## src/rtl/fifo_pkg.sv

```systemverilog
// Shared helpers for asynchronous FIFO pointer logic: Gray conversion, popcount and
// parameter legality checks, sized for the widest supported pointer.
package fifo_pkg;

    localparam int unsigned PTR_MAX_W = 13;

    typedef logic [PTR_MAX_W-1:0] ptr_max_t;

    function automatic ptr_max_t bin2gray(input ptr_max_t b);
        return b ^ (b >> 1);
    endfunction

    function automatic ptr_max_t gray2bin(input ptr_max_t g);
        ptr_max_t b;
        b[PTR_MAX_W-1] = g[PTR_MAX_W-1];
        for (int i = PTR_MAX_W - 2; i >= 0; i--) begin
            b[i] = b[i+1] ^ g[i];
        end
        return b;
    endfunction

    function automatic int unsigned popcount(input ptr_max_t v);
        int unsigned n;
        n = 0;
        for (int i = 0; i < PTR_MAX_W; i++) begin
            n = n + {31'd0, v[i]};
        end
        return n;
    endfunction

    function automatic bit addrsize_ok(input int unsigned a);
        return (a >= 2) && (a <= 12);
    endfunction

    function automatic bit sync_stages_ok(input int unsigned s);
        return (s >= 2) && (s <= 4);
    endfunction

    function automatic bit af_level_ok(input int unsigned af, input int unsigned a);
        return (af >= 1) && (af <= (32'd1 << a));
    endfunction

endpackage

```

## src/rtl/sync_gray_chain.sv

```systemverilog
// Multi-flop synchronizer for a Gray-coded pointer entering the clk domain.
module sync_gray_chain #(
    parameter int unsigned WIDTH  = 5,
    parameter int unsigned STAGES = 2
) (
    input  logic             clk,
    input  logic             rst_n,
    input  logic [WIDTH-1:0] d,
    output logic [WIDTH-1:0] q
);

    logic [WIDTH-1:0] stage_q [STAGES];

    always_ff @(posedge clk or negedge rst_n) begin
        if (!rst_n) begin
            for (int i = 0; i < STAGES; i++) begin
                stage_q[i] <= '0;
            end
        end else begin
            stage_q[0] <= d;
            for (int i = 1; i < STAGES; i++) begin
                stage_q[i] <= stage_q[i-1];
            end
        end
    end

    assign q = stage_q[STAGES-1];

endmodule

```

## src/rtl/wptr_sync_full.sv

```systemverilog
// Write-side pointer, full/level tracking and sticky error flags for an asynchronous FIFO.
// Occupancy uses the synchronized read pointer, so full is pessimistic, never optimistic.
module wptr_sync_full
    import fifo_pkg::*;
#(
    parameter int unsigned ADDRSIZE    = 4,
    parameter int unsigned SYNC_STAGES = 2,
    parameter int unsigned AF_LEVEL    = (32'd1 << ADDRSIZE) - 32'd2
) (
    input  logic                wclk,
    input  logic                wrst_n,
    input  logic                winc,
    input  logic [ADDRSIZE:0]   rptr,
    input  logic                wclr_err,
    output logic [ADDRSIZE:0]   wptr,
    output logic [ADDRSIZE-1:0] waddr,
    output logic [ADDRSIZE:0]   wq_rptr,
    output logic                wfull,
    output logic                walmost_full,
    output logic [ADDRSIZE:0]   wlevel,
    output logic                wovf,
    output logic                wgray_err
);

    localparam int unsigned       PW         = ADDRSIZE + 1;
    localparam logic [ADDRSIZE:0] AF_THR     = AF_LEVEL[ADDRSIZE:0];
    localparam logic [2:0]        PRIME_DONE = SYNC_STAGES[2:0];

    if (!addrsize_ok(ADDRSIZE)) begin : g_bad_addrsize
        $error("ADDRSIZE must be in 2..12");
    end
    if (!sync_stages_ok(SYNC_STAGES)) begin : g_bad_sync_stages
        $error("SYNC_STAGES must be in 2..4");
    end
    if (!af_level_ok(AF_LEVEL, ADDRSIZE)) begin : g_bad_af_level
        $error("AF_LEVEL must be in 1..2**ADDRSIZE");
    end

    logic [ADDRSIZE:0] sync_pre;
    logic [ADDRSIZE:0] wq_rptr_q;
    logic [ADDRSIZE:0] wbin_q, wbin_d;
    logic [ADDRSIZE:0] wptr_q, wptr_d;
    logic [ADDRSIZE:0] wlevel_q;
    logic [ADDRSIZE:0] rbin, occ;
    logic              wfull_q, wfull_d;
    logic              waf_q, waf_d;
    logic              wovf_q, wovf_d;
    logic              werr_q, werr_d;
    logic              accept, gray_hop;
    logic [2:0]        prime_q, prime_d;

    // Final stage is kept local so the value about to land in wq_rptr can be hop-checked.
    sync_gray_chain #(
        .WIDTH  (PW),
        .STAGES (SYNC_STAGES - 1)
    ) u_rptr_sync (
        .clk   (wclk),
        .rst_n (wrst_n),
        .d     (rptr),
        .q     (sync_pre)
    );

    always_comb begin
        accept   = winc & ~wfull_q;
        wbin_d   = wbin_q + {{ADDRSIZE{1'b0}}, accept};
        wptr_d   = PW'(bin2gray(ptr_max_t'(wbin_d)));
        rbin     = PW'(gray2bin(ptr_max_t'(wq_rptr_q)));
        occ      = wbin_d - rbin;
        wfull_d  = wptr_d == {~wq_rptr_q[ADDRSIZE:ADDRSIZE-1], wq_rptr_q[ADDRSIZE-2:0]};
        waf_d    = occ >= AF_THR;
        wovf_d   = (winc & wfull_q) | (wovf_q & ~wclr_err);
        prime_d  = (prime_q == PRIME_DONE) ? prime_q : prime_q + 3'd1;
        // Reset zeros in the chain are not real samples; only judge hops between real ones.
        gray_hop = (prime_q == PRIME_DONE) &&
                   (popcount(ptr_max_t'(sync_pre ^ wq_rptr_q)) > 1);
        werr_d   = gray_hop | (werr_q & ~wclr_err);
    end

    always_ff @(posedge wclk or negedge wrst_n) begin
        if (!wrst_n) begin
            wq_rptr_q <= '0;
            wbin_q    <= '0;
            wptr_q    <= '0;
            wlevel_q  <= '0;
            wfull_q   <= 1'b0;
            waf_q     <= 1'b0;
            wovf_q    <= 1'b0;
            werr_q    <= 1'b0;
            prime_q   <= '0;
        end else begin
            wq_rptr_q <= sync_pre;
            wbin_q    <= wbin_d;
            wptr_q    <= wptr_d;
            wlevel_q  <= occ;
            wfull_q   <= wfull_d;
            waf_q     <= waf_d;
            wovf_q    <= wovf_d;
            werr_q    <= werr_d;
            prime_q   <= prime_d;
        end
    end

    assign wptr         = wptr_q;
    assign waddr        = wbin_q[ADDRSIZE-1:0];
    assign wq_rptr      = wq_rptr_q;
    assign wfull        = wfull_q;
    assign walmost_full = waf_q;
    assign wlevel       = wlevel_q;
    assign wovf         = wovf_q;
    assign wgray_err    = werr_q;

endmodule

```

## config.mk

```make
export PLATFORM = sky130hd
export DESIGN_NAME = wptr_sync_full
export DESIGN_NICKNAME = d
export VERILOG_FILES = /design/src/rtl/fifo_pkg.sv /design/src/rtl/sync_gray_chain.sv /design/src/rtl/wptr_sync_full.sv
export SDC_FILE = /design/constraint.sdc
export NUM_CORES = 1
export LEC_CHECK = 0
export BUFFER_PORTS_ARGS = -buffer_cell sky130_fd_sc_hd__buf_2
export CAP_MARGIN = 20
export CORE_MARGIN = 4
export CORE_UTILIZATION = 30
export DETAILED_ROUTE_END_ITERATION = 16
export PLACE_DENSITY_LB_ADDON = 0.12
export SLEW_MARGIN = 20
export SYNTH_ARGS = -nofsm -noshare
export SYNTH_HDL_FRONTEND = slang
export SYNTH_HIERARCHICAL = 1
export SYNTH_SLANG_ARGS = --single-unit
```

## constraint.sdc

```tcl
create_clock -name wclk -period 4.3 [get_ports wclk]
set_clock_uncertainty 0.15 [all_clocks]
set_input_delay 0.645 -clock wclk [delete_from_list [all_inputs] [get_ports wclk]]
set_output_delay 0.645 -clock wclk [all_outputs]
set_load 0.01 [all_outputs]
```

# Yosys cells after proc, flatten, opt, wreduce, memory -nomap -nowiden
# Index checks and enable logic that the tools add are counted.
[classes] add_sub_neg=15 mul=0 n_div=0 n_lt_le_gt_ge=2 eq_ne=2 n_shift=0 muxes=0 n_bitwise=15 n_reduce_logical=1
[ops] cell="$add A12 B1 Y13 const B" count=1
[ops] cell="$gt A13 B1 Y1 const B" count=1
[ops] cell="$add A11 B1 Y12 const B" count=1
[ops] cell="$add A10 B1 Y11 const B" count=1
[ops] cell="$add A9 B1 Y10 const B" count=1
[ops] cell="$add A8 B1 Y9 const B" count=1
[ops] cell="$add A7 B1 Y8 const B" count=1
[ops] cell="$add A6 B1 Y7 const B" count=1
[ops] cell="$add A5 B1 Y6 const B" count=1
[ops] cell="$add A4 B1 Y5" count=1
[ops] cell="$add A5 B1 Y5" count=1
[ops] cell="$eq A5 B5 Y1" count=1
[ops] cell="$ge A5 B4 Y1 const B" count=1
[ops] cell="$sub A5 B5 Y5" count=1
[ops] cell="$xor A5 B4 Y5" count=1
[ops] cell="$xor A5 B5 Y5" count=1
[ops] cell="$add A3 B1 Y4" count=1
[ops] cell="$and A1 B1 Y1" count=4
[ops] cell="$xor A1 B1 Y1" count=4
[ops] cell="$add A2 B1 Y3" count=1
[ops] cell="$add A3 B1 Y3 const B" count=1
[ops] cell="$eq A3 B2 Y1 const B" count=1
[ops] cell="$add A1 B1 Y2" count=1
[ops] cell="$not A1 Y1" count=2
[ops] cell="3 further kinds" count=4
[word_totals] reg_bits=32 latch_bits=0 ram_bits=0 romBits=0 in_bits=9 out_inout_bits=23 elab_cells=45 n_memories=0

# Longest topological paths before layout
# Gate-level depths: netlist (run 1).
[depth] depth_word=16 mapped_depth=10 mapped_depth_nobuf=10

# Modules after synthesis
# The synthesis (run 1) kept the hierarchy.
[by_module_without_submodules] module="wptr_sync_full" n_inst=1 cells_per_inst=106 area_each_um2=1322.5 seq_area_each_um2=650.6
[by_module_without_submodules] module="sync_gray_chain" n_inst=1 cells_per_inst=5 area_each_um2=125.1 seq_area_each_um2=125.1

# Worst setup path before layout (run 1)
# OpenSTA, ideal clock, no wires.
[synth_timing] kind="input to register" startpoint="in winc" endpoint="reg waf_q (netlist: walmost_full)" setup_time_ps=120 arrival_time_ps=2512 required_time_ps=4030 setup_slack_ps=1518 cell_stages=10 n_path_buf=0 path_cell_list="nor2b_1 -> ha_1 -> nand3_1 -> xor2_1 -> inv_1 -> ha_1 -> nor2b_1 -> a221oi_2 -> xnor2_1 -> a31o_1"
[synth_between] elab_chain_len=4
[synth_rtl] item="start: declaration" line="wptr_sync_full.sv:12" source="input logic winc,"
[synth_rtl] item="$and A1 B1 Y1" line="wptr_sync_full.sv:64" source="accept = winc & ~wfull_q;"
[synth_rtl] item="$add A5 B1 Y5" line="wptr_sync_full.sv:65" source="wbin_d = wbin_q + {{ADDRSIZE{1'b0}}, accept};"
[synth_rtl] item="named net wbin_d[3]" line="wptr_sync_full.sv:41" source="logic [ADDRSIZE:0] wbin_q, wbin_d;"
[synth_rtl] item="$sub A5 B5 Y5" line="wptr_sync_full.sv:68" source="occ = wbin_d - rbin;"
[synth_rtl] item="named net occ[4]" line="wptr_sync_full.sv:44" source="logic [ADDRSIZE:0] rbin, occ;"
[synth_rtl] item="$ge A5 B4 Y1" line="wptr_sync_full.sv:70" source="waf_d = occ >= AF_THR;"
[synth_rtl] item="named net waf_d" line="wptr_sync_full.sv:46" source="logic waf_q, waf_d;"
[synth_rtl] item="end signal: assignment" line="wptr_sync_full.sv:96" source="waf_q <= waf_d;"
[synth_rtl] item="end: declaration" line="wptr_sync_full.sv:46"
# The timed path passes the listed nets, and every way through them passes these cells.
# A chain may end at the register's enable or synchronous reset.

# Worst setup path in the final report (run 1)
[layout_timing] startpoint="reg wq_rptr_q[4] (netlist: wq_rptr[4])" endpoint="reg waf_q (netlist: walmost_full)"
[layout_between] elab_chain_len=6
[layout_rtl] item="start: declaration" line="wptr_sync_full.sv:40" source="logic [ADDRSIZE:0] wq_rptr_q;"
[layout_rtl] item="start signal: assignment" line="wptr_sync_full.sv:91" source="wq_rptr_q <= sync_pre;"
[layout_rtl] item="$xor A1 B1 Y1 (4 in a row)" line="fifo_pkg.sv:17" source="b[i] = b[i+1] ^ g[i];"
[layout_rtl] item="$sub A5 B5 Y5 (*)" line="wptr_sync_full.sv:68"
[layout_rtl] item="named net occ[4]" line="wptr_sync_full.sv:44"
[layout_rtl] item="$ge A5 B4 Y1 (*)" line="wptr_sync_full.sv:70"
[layout_rtl] item="named net waf_d" line="wptr_sync_full.sv:46"
# The timed path passes the listed nets; every way through them passes the cells marked *.

==> impl_metrics.csv, run 1 <==
group,metric,value,unit
run_status,status,"finished, final reports clean",
detailed_routing,drt-initial-drc-count,35,
power_and_ir_drop,internal_power,0.000866,W
worst_setup_path,crit_slowest_cell,"xnor3_2",
synth,synth_area_per_cell,13.0,um^2
sta,finalSetupViolCount,0,
synth,ys.flop_type,"dfrtp_1",
clock_network,hold_buffers,0,
synth,syn-num-nets,131,
synth,synth_top_area_frac,0.536,
floorplan,fp.dieH,77.5,um
sta,fin_crit_sh,0.673,
detailed_routing,finalWirelength,2.64,mm
worst_setup_path,worstPathCellList,"xnor3_2, xor2_1, xnor2_1, ha_1, fa_1, nor2b_1, a221oi_2, xnor2_1, a31o_1",
detailed_routing,wl_per_cell,13.0,um
final_layout,fin_area,1780,um^2
sta,max_freq,0.345,GHz
grt,grt_first_pass_wirelength,4.43,mm
worst_setup_path,cp_top_family,"XOR/XNOR gates",
final_layout,antenna_cells,0,
power_and_ir_drop,pwr-share-seq,0.322,
grt,grt_max_degree,32,
worst_setup_path,cp_max_fo,9,
power_and_ir_drop,total_power,0.00135,W
final_layout,final_cell_mix,"buf_2 (31), dfrtp_1 (31), xor2_1 (13)",
floorplan,die_area,6000,um^2
floorplan,num_rows,25,
sta,tns,0,ps
clock_network,clock_latency,280,ps
placed_design,placed_cell_area,1660,um^2
clock_network,post-cts-setup-buffers,0,
worst_setup_path,path_common_cell,"xnor2_1",
hold_path,min_path_type,"flip-flop to flip-flop",
worst_setup_path,worstPathArrival,2920,ps
placed_design,io_buffer_count,31,
detailed_routing,drc,0,
floorplan,initial_core_util,0.309,
sta,final_max_slew_viol_count,0,
floorplan,die_width,77.5,um
power_and_ir_drop,p_comb_frac,0.461,
sta,slew-limit-headroom,0.530,
power_and_ir_drop,power_density,760,nW/um^2
placed_design,gp_congestion,0.716,
clock_network,cts.clk_slew.worst_paths,70,ps
detailed_routing,vias,891,
synth,synth.distinct_cells,30,
synth,yosysWarnings,6,
clock_network,cts_tree,"yes",
grt,first_global_vias,941,
power_and_ir_drop,ir_drop,0.000256,V
sta,layout_min_cycle_time,2900,ps
clock_network,cts_resized,0,
synth,synth_area_leader_cell,"dfrtp_1",
power_and_ir_drop,p_leak,0.875,nW
synth,netlist_instances,111,
synth,async_flop_share,1.00,
synth,synth-edff-count,0,
clock_network,cts_buffer_depth,2,
floorplan,pin_count,32,
sta,finalHoldViolCount,0,
run,cap_violations,0,
sta,worstMarginPinSlew,705,ps
placed_design,dpl.hpwl,2.00,mm
power_and_ir_drop,swShare,0.360,
grt,grt.overflow.total,0,
clock_network,clock-sinks,31,
power_and_ir_drop,p_clk_frac,0.217,
clock_network,h-tree-depth,2,
synth,synthTopCellsByArea,"dfrtp_1 (54%), xor2_1 (7.9%), ha_1 (7.8%), xnor2_1 (7.3%), inv_1 (2.9%)",
worst_setup_path,setup.worst_path.end_class,"flip-flop",
grt,antenna_found_initial,0,
sta,rsz0062_at_grt,"false",
clock_network,cts_root_buffer,"clkbuf_8",
worst_setup_path,path_class,"flip-flop to flip-flop",
synth,postSynthRegisterBits,31,
worst_setup_path,start_kind,"flip-flop",
power_and_ir_drop,p_sw,0.000486,W
detailed_routing,first_pass_iters,4,
worst_setup_path,crit_required,4320,ps
floorplan,coreArea,4690,um^2
final_layout,num-nets-final,168,
worst_setup_path,critPathMaxStageDelay,530,ps
final_layout,area.growth.synth_to_final,22.9,%
final_layout,drive_above_1_share,0.309,
detailed_routing,ant_nets,0,
grt,grtUsageTotal,0.0966,
synth,syn-cell-area,1450,um^2
detailed_routing,viasPerCell,4.39,
worst_setup_path,cp.buffers_inverters,0,
synth,yosysSeqAreaShare,0.536,
clock_network,cts_buffers,5,
flip-flops by register name, indices dropped and copies added (netlist names):
register       count
u_rptr_sync/q      5
wbin_q             5
wlevel             5
wq_rptr            5
wptr               4
prime_q            3
walmost_full       1
wfull              1
wgray_err          1
wovf               1
cells by family (layout without fill, tap and decap cells):
group	count (synthesis)	count (layout)	share of synthesized area
simple gates	17	17	0.0657
buf+inv	13	51	0.0398
flops	31	31	0.536
xor+xnor	27	27	0.183
compound gates	10	10	0.0553
mux	2	2	0.0147
fa+ha+maj	11	11	0.105
layout make-up:
type / count / area, um^2
Timing Repair Buffer: 32 / 163
Clock buffer: 6 / 82.6
Clock inverter: 2 / 35.0
Multi-Input combinational cell: 67 / 614
Fill cell: 472 / 2910
Sequential cell: 31 / 776
Inverter: 11 / 41.3
Tap cell: 54 / 67.6
layer usage:
layer / share of wire / wire, um / vias up / global-route usage
met3: 0.076 / 202 / 5 / 0.0441
met2: 0.44 / 1180 / 27 / 0.151
met5: 0 / 0 / - / 0
met4: 0.018 / 48 / 0 / 0.0427
li1: - / - / 434 / -
met1: 0.46 / 1220 / 425 / 0.114
synthesized netlist by cell type (2+ instances only):
cell      number
a21oi_1        2
a221oi_2       2
dfrtp_1       31
fa_1           2
ha_1           9
inv_1         11
nand2_1        2
nor2_1         4
nor2b_1        3
o21ai_0        2
xnor2_1       12
xor2_1        13
worst paths after layout:
path / start / end / slack (ps) / cells past startpoint
setup / recovery: wq_rptr[4] / walmost_full / 1400 / 9
hold / removal: u_rptr_sync/q[4] / wq_rptr[4] / 240 / 0
setup reg to reg: wq_rptr[4] / walmost_full / 1400 / 9
hold reg to reg: u_rptr_sync/q[4] / wq_rptr[4] / 240 / 0
max in group asynchronous: wrst_n / wq_rptr[3] / 3280 / 1
min in group asynchronous: wrst_n / wptr[0] / 260 / 1
power groups by stage:
stage	combinational (W)	sequential, W	clock, W
2_1_floorplan	0.000407	0.000479	0
3_3_place_gp	0.000636	0.000439	0
3_5_place_dp	0.000637	0.000445	0
4_1_cts	0.000640	0.000439	0.000304
5_1_grt	0.000696	0.000449	0.000318
6_report	0.000623	0.000436	0.000293
metrics by stage:
step | cells | setup WS, ps | utilization | hold WS [ps]
finish | 203 | 1400 | 0.379 | 242
global placement | 195 | 1230 | 0.354 | 228
CTS | 203 | 1380 | 0.379 | 246
floorplan | 111 | 1520 | - | 199
global route | 203 | 1160 | 0.379 | 259
detailed placement | 195 | 1220 | 0.354 | 233
Note: power is estimated with default switching activity, not from simulation.
==> run 2, diff against run 1 <==
==> constraint.sdc (replaced) <==
create_clock -name wclk -period 2.46 [get_ports wclk]
set_clock_uncertainty 0.15 [all_clocks]
set_input_delay 0.369 -clock wclk [delete_from_list [all_inputs] [get_ports wclk]]
set_output_delay 0.369 -clock wclk [all_outputs]
set_load 0.01 [all_outputs]
==> run 2 against run 1 <==
The run now ends with negative hold slack left. Count of clock-buffer cells in the layout increased by 1. Non-clock buffer count increased by 19. Cell count up 9.4%. Sequential power increased by 70%. Die area stayed put. Sequential cell count is the same. Utilization up 2.6 points. First-iteration DRC count is 17% higher. Wire length grew 2.5%. Setup slack lost 1400 ps.
==> impl_metrics.csv, run 2 (synthesis results as in run 1) <==
group,metric,value,unit
grt,antenna_found_initial,0,
placed_design,dp.cells,212,
sta,worstMarginPinSlew,692,ps
worst_setup_path,start_kind,"flip-flop",
detailed_routing,wirelength_met1,1.30,mm
floorplan,coreArea,4690,um^2
floorplan,die_area,6000,um^2
grt,grt.overflow.total,0,
worst_setup_path,setup.worst_path.end_class,"flip-flop",
worst_setup_path,cp_max_fo,2,
clock_network,cts_tree,"yes",
floorplan,fp.dieH,77.5,um
power_and_ir_drop,swShare,0.358,
clock_network,hold_buffers,0,
sta,slew-limit-headroom,0.539,
final_layout,antenna_cells,0,
final_layout,final_core_util,0.406,
floorplan,num_rows,25,
sta,max_freq,0.409,GHz
clock_network,clock-sinks,31,
power_and_ir_drop,p_clk_frac,0.149,
placed_design,io_buffer_count,31,
power_and_ir_drop,total_power,0.00251,W
detailed_routing,top_layer_used,"met4",
sta,finalHoldViolCount,31,
power_and_ir_drop,internal_power,0.00161,W
power_and_ir_drop,power_density,1320,nW/um^2
final_layout,final_cell_mix,"buf_2 (31), dfrtp_1 (31), buf_4 (20)",
floorplan,pin_count,32,
power_and_ir_drop,p_comb_frac,0.556,
power_and_ir_drop,p_leak,0.948,nW
detailed_routing,wl_met2,1.18,mm
grt,grt_first_pass_wirelength,4.69,mm
placed_design,dpl.hpwl,2.13,mm
sta,final_max_slew_viol_count,0,
power_and_ir_drop,p_sw,0.000900,W
detailed_routing,ant_nets,0,
clock_network,h-tree-depth,2,
detailed_routing,wl_per_cell,12.2,um
detailed_routing,drt-initial-drc-count,41,
worst_setup_path,worstPathArrival,2460,ps
final_layout,num-nets-final,187,
placed_design,gp_congestion,0.736,
power_and_ir_drop,ir_drop,0.000534,V
detailed_routing,finalWirelength,2.71,mm
clock_network,cts_buffers,5,
final_layout,drive_above_1_share,0.405,
worst_setup_path,path_class,"flip-flop to flip-flop",
grt,grt_max_degree,32,
worst_setup_path,crit_required,2480,ps
run_status,violations,"negative hold slack",
clock_network,cts_buffer_depth,2,
grt,grtUsageTotal,0.103,
floorplan,die_width,77.5,um
detailed_routing,first_pass_iters,4,
detailed_routing,vias,949,
detailed_routing,viasPerCell,4.27,
final_layout,final_cells,222,
clock_network,cts.clk_slew.worst_paths,60,ps
sta,finalSetupViolCount,0,
power_and_ir_drop,pwr-share-seq,0.295,
sta,fin_crit_sh,0.993,
detailed_routing,drc,0,
floorplan,initial_core_util,0.309,
grt,first_global_vias,1004,
run_status,status,"complete, but fails checks",
final_layout,area.growth.synth_to_final,31.5,%
run,cap_violations,0,
clock_network,clock_latency,280,ps
detailed_routing,wl_met3,171,um
clock_network,cts_root_buffer,"clkbuf_8",
sta,layout_min_cycle_time,2440,ps
hold_path,min_path_type,"primary input to asynchronous set/reset pin",
sta,tns,0,ps
sta,rsz0062_at_grt,"true",
sta,whs,-21.1,ps
==> run 2: repair_timing <==
action	in CTS	in global routing
setup buffers	0	2
gates resized for setup	0	2
setup endpoints to repair	1	3
pin swaps	1	5
==> run 2: power by group through the flow <==
stage / Clock [W] / Combinational (W) / Sequential (W)
4_1_cts: 0.000393 / 0.00138 / 0.000743
2_1_floorplan: 0 / 0.000720 / 0.000838
5_1_grt: 0.000420 / 0.00156 / 0.000757
3_5_place_dp: 0 / 0.00137 / 0.000752
3_3_place_gp: 0 / 0.00136 / 0.000749
6_report: 0.000375 / 0.00140 / 0.000741
==> run 2: final cells by class <==
class                      count  area [um^2]
clock buffer                   7         76.3
tap                           54         67.6
sequential                    31          776
fill                         446         2790
inverter                      11         41.3
timing repair buffer          51          305
clock inverter                 1         5.00
multi-input combinational     67          632
==> run 2: critical path, stage by stage, from the launching register on <==
cell and delay (ps):
dfrtp_1 350, xnor3_2 450, xor2_2 170, xnor2_1 140, ha_2 200, fa_2 360
nor2b_2 130, a221oi_2 70, xnor2_1 140, a31o_1 190
==> run 2: layer usage <==
layer	global-route usage	vias to the layer above
met1	0.134	437
met4	0.0587	0
met2	0.150	30
met3	0.0313	7
li1	-	475
met5	0	-
==> run 2: path summary, 6_finish.rpt <==
kind / from / endpoint / slack, ps / cells after the start
min in group wclk: rptr[2] / u_rptr_sync/q[2] / 40 / 1
max in group asynchronous: wrst_n / prime_q[0] / 1730 / 1
max reg2reg: wq_rptr[2] / walmost_full / 20 / 9
min reg2reg: u_rptr_sync/q[4] / wq_rptr[4] / 240 / 0
min: wrst_n / wptr[0] / -20 / 1
max: wq_rptr[2] / walmost_full / 20 / 9
==> run 2: stage by stage <==
step / area [um^2] / setup slack, ps
final: 1900 / 17.1
after global routing: 1900 / -107
after CTS: 1880 / -27.7
after detailed placement: 1800 / -68.3
after global placement: 1800 / -24.3
after floorplan: 1470 / -115
==> run 3, diff against run 2 <==
--- a/config.mk
+++ b/config.mk
@@ -5,6 +5,7 @@
 export SDC_FILE = /design/constraint.sdc
 export NUM_CORES = 1
 export LEC_CHECK = 0
+export ABC_AREA = 1
 export BUFFER_PORTS_ARGS = -buffer_cell sky130_fd_sc_hd__buf_2
 export CAP_MARGIN = 20
 export CORE_MARGIN = 4
==> run 3 against run 2 <==
Power shrank 4.6%. Cell count grew 24%. Synthesized area grew 5.9%. Final area grew 5.3%. First-iteration DRC count shrank 24%. Count of clock-buffer cells in the layout grew 1. Non-clock buffer count shrank 8. Maximum frequency grew 1.4%. Sequential cell count is the same. Via count grew 19%. Hold slack lost 6.2 ps. The flow still finishes with violations (negative hold slack).
==> impl_metrics.csv, run 3 <==
group,metric,value,unit
run_status,status,"complete, but fails checks",
run_status,violations,"negative hold slack",
worst_setup_path,crit_required,2530,ps
worst_setup_path,rrSetupSlack,50,ps
synth,synth-edff-count,0,
synth,syn-cell-area,1530,um^2
sta,fin_crit_sh,0.979,
worst_setup_path,worstPathArrival,2480,ps
final_layout,drive_above_1_share,0.349,
worst_setup_path,reg2reg_depth,13,
synth,postSynthRegisterBits,31,
grt,first_global_vias,1166,
grt,grt.overflow.total,0,
clock_network,clock_latency,280,ps
detailed_routing,ant_nets,0,
clock_network,clock-sinks,31,
final_layout,antenna_cells,0,
worst_setup_path,crit_slowest_cell,"dfrtp_2",
placed_design,dpl.hpwl,2.43,mm
synth,synth_area_leader_cell,"dfrtp_1",
synth,ys.flop_type,"dfrtp_1",
synth,yosysSeqAreaShare,0.506,
run,cap_violations,0,
grt,grtUsageTotal,0.108,
synth,synthTopCellsByArea,"dfrtp_1 (51%), nand2_1 (9.8%), ha_1 (7.3%), inv_1 (6.4%), xor2_1 (5.1%)",
detailed_routing,viasPerCell,4.08,
worst_setup_path,cp_top_family,"simple AND/OR/NAND/NOR gates",
clock_network,cts.clk_slew.worst_paths,60,ps
power_and_ir_drop,power_density,1200,nW/um^2
worst_setup_path,setup.worst_path.end_class,"flip-flop",
synth,synth.distinct_cells,22,
detailed_routing,drc,0,
grt,grt_first_pass_wirelength,5.18,mm
worst_setup_path,cp_max_fo,5,
detailed_routing,first_pass_iters,4,
worst_setup_path,cp.buffers_inverters,2,
sta,fin_ws,51.8,ps
worst_setup_path,path_class,"flip-flop to flip-flop",
synth,syn-num-nets,178,
synth,netlist_instances,158,
clock_network,cts_buffers,5,
power_and_ir_drop,swShare,0.406,
final_layout,final_core_util,0.413,
synth,synth_area_per_cell,9.70,um^2
floorplan,pin_count,32,
worst_setup_path,worstPathCellList,"inv_2, nand2_2, nand3_2, nand2_4, xor2_4, xor2_1, inv_1, ha_4, fa_2, or2_4, a21oi_2, nand3_1, nand2_1",
floorplan,initial_core_util,0.316,
sta,rsz0062_at_grt,"true",
power_and_ir_drop,ir_drop,0.000357,V
worst_setup_path,start_kind,"flip-flop",
worst_setup_path,critPathMaxStageDelay,420,ps
final_layout,final_cells,276,
floorplan,die_area,6320,um^2
sta,slew-limit-headroom,0.554,
grt,antenna_found_initial,0,
power_and_ir_drop,pwr-share-seq,0.312,
detailed_routing,vias,1125,
clock_network,cts_root_buffer,"clkbuf_8",
floorplan,coreArea,4850,um^2
synth,synth_common_cells,"nand2_1 (40), dfrtp_1 (31), inv_1 (26)",
synth,synth_top_area_frac,0.506,
floorplan,num_rows,25,
power_and_ir_drop,p_clk_frac,0.179,
detailed_routing,finalWirelength,3.15,mm
worst_setup_path,r2r_start,"wq_rptr[3]",
detailed_routing,drt-initial-drc-count,31,
sta,final_max_slew_viol_count,0,
clock_network,cts_tree,"yes",
final_layout,num-nets-final,228,
placed_design,dp.cells,263,
power_and_ir_drop,p_leak,1.06,nW
detailed_routing,wl_per_cell,11.4,um
final_layout,area.growth.synth_to_final,30.7,%
power_and_ir_drop,internal_power,0.00142,W
sta,finalSetupViolCount,0,
final_layout,final_cell_mix,"nand2_1 (36), buf_2 (31), dfrtp_1 (29)",
clock_network,hold_buffers,0,
sta,max_freq,0.415,GHz
floorplan,fp.dieH,79.5,um
synth,yosysWarnings,6,
synth,synth_most_common_cell,"nand2_1",
sta,whs,-27.2,ps
placed_design,pre_cts_slack,-75.3,ps
grt,grt_max_degree,32,
power_and_ir_drop,p_sw,0.000973,W
sta,layout_min_cycle_time,2410,ps
sta,finalHoldViolCount,31,
hold_path,min_path_type,"primary input to asynchronous set/reset pin",
final_layout,layout_commonest_cell,"nand2_1",
power_and_ir_drop,p_comb_frac,0.509,
synth,async_flop_share,1.00,
placed_design,io_buffer_count,31,
placed_design,gp_congestion,0.760,
sta,worstMarginPinSlew,669,ps
floorplan,die_width,79.5,um
clock_network,cts_buffer_depth,2,
clock_network,h-tree-depth,2,
worst_setup_path,r2r-end,"walmost_full",
run 3: worst max path at each step:
stage	from	endpoint	slack, ps	cells past startpoint
floorplan	wq_rptr[4]	walmost_full	40	13
global placement	wq_rptr[4]	walmost_full	20	13
detailed placement	wq_rptr[4]	walmost_full	-80	13
CTS	wq_rptr[3]	walmost_full	3	13
global route	wq_rptr[3]	walmost_full	-110	13
finish	wq_rptr[3]	walmost_full	50	13
run 3: repair_timing:
action	CTS	global route
resized for setup	4	7
hold endpoints to repair	0	0
gates cloned	0	0
buffers inserted	2	3
pin swaps	2	7
setup endpoints to repair	1	2
run 3: cell families after synthesis:
logic type | synth area share
xor+xnor | 0.0914
simple gates | 0.203
compound gates | 0.0359
fa+ha+maj | 0.0996
flops | 0.506
buf+inv | 0.0637
run 3: layout make-up:
class | instances | area (um^2)
Timing Repair Buffer | 43 | 245
Multi-Input combinational cell | 101 | 698
Sequential cell | 31 | 778
Fill cell | 482 | 2850
Clock buffer | 8 | 100
Tap cell | 67 | 83.8
Inverter | 26 | 97.6
run 3: stage by stage:
| step | instance area, um^2 | power, W | setup TNS (ps) |
|---|---|---|---|
| floorplan | 1540 | 0.00151 | 0 |
| global placement | 1830 | 0.00191 | 0 |
| detailed placement | 1830 | 0.00192 | -75.3 |
| CTS | 1950 | 0.00238 | 0 |
| global route | 2000 | 0.00263 | -157 |
| finish | 2000 | 0.00240 | 0 |
run 3: layer usage:
layer	global-route usage	share of wire
met2	0.167	0.47
met3	0.0384	0.052
met4	0.0464	0.015
met1	0.136	0.47
met5	0	0
run 3: power by group through the flow:
| stage | Clock [W] | Combinational [W] | Sequential (W) |
|---|---|---|---|
| 2_1_floorplan | 0 | 0.000685 | 0.000830 |
| 3_3_place_gp | 0 | 0.00116 | 0.000747 |
| 3_5_place_dp | 0 | 0.00116 | 0.000756 |
| 4_1_cts | 0.000448 | 0.00118 | 0.000750 |
| 5_1_grt | 0.000471 | 0.00140 | 0.000766 |
| 6_report | 0.000429 | 0.00122 | 0.000747 |
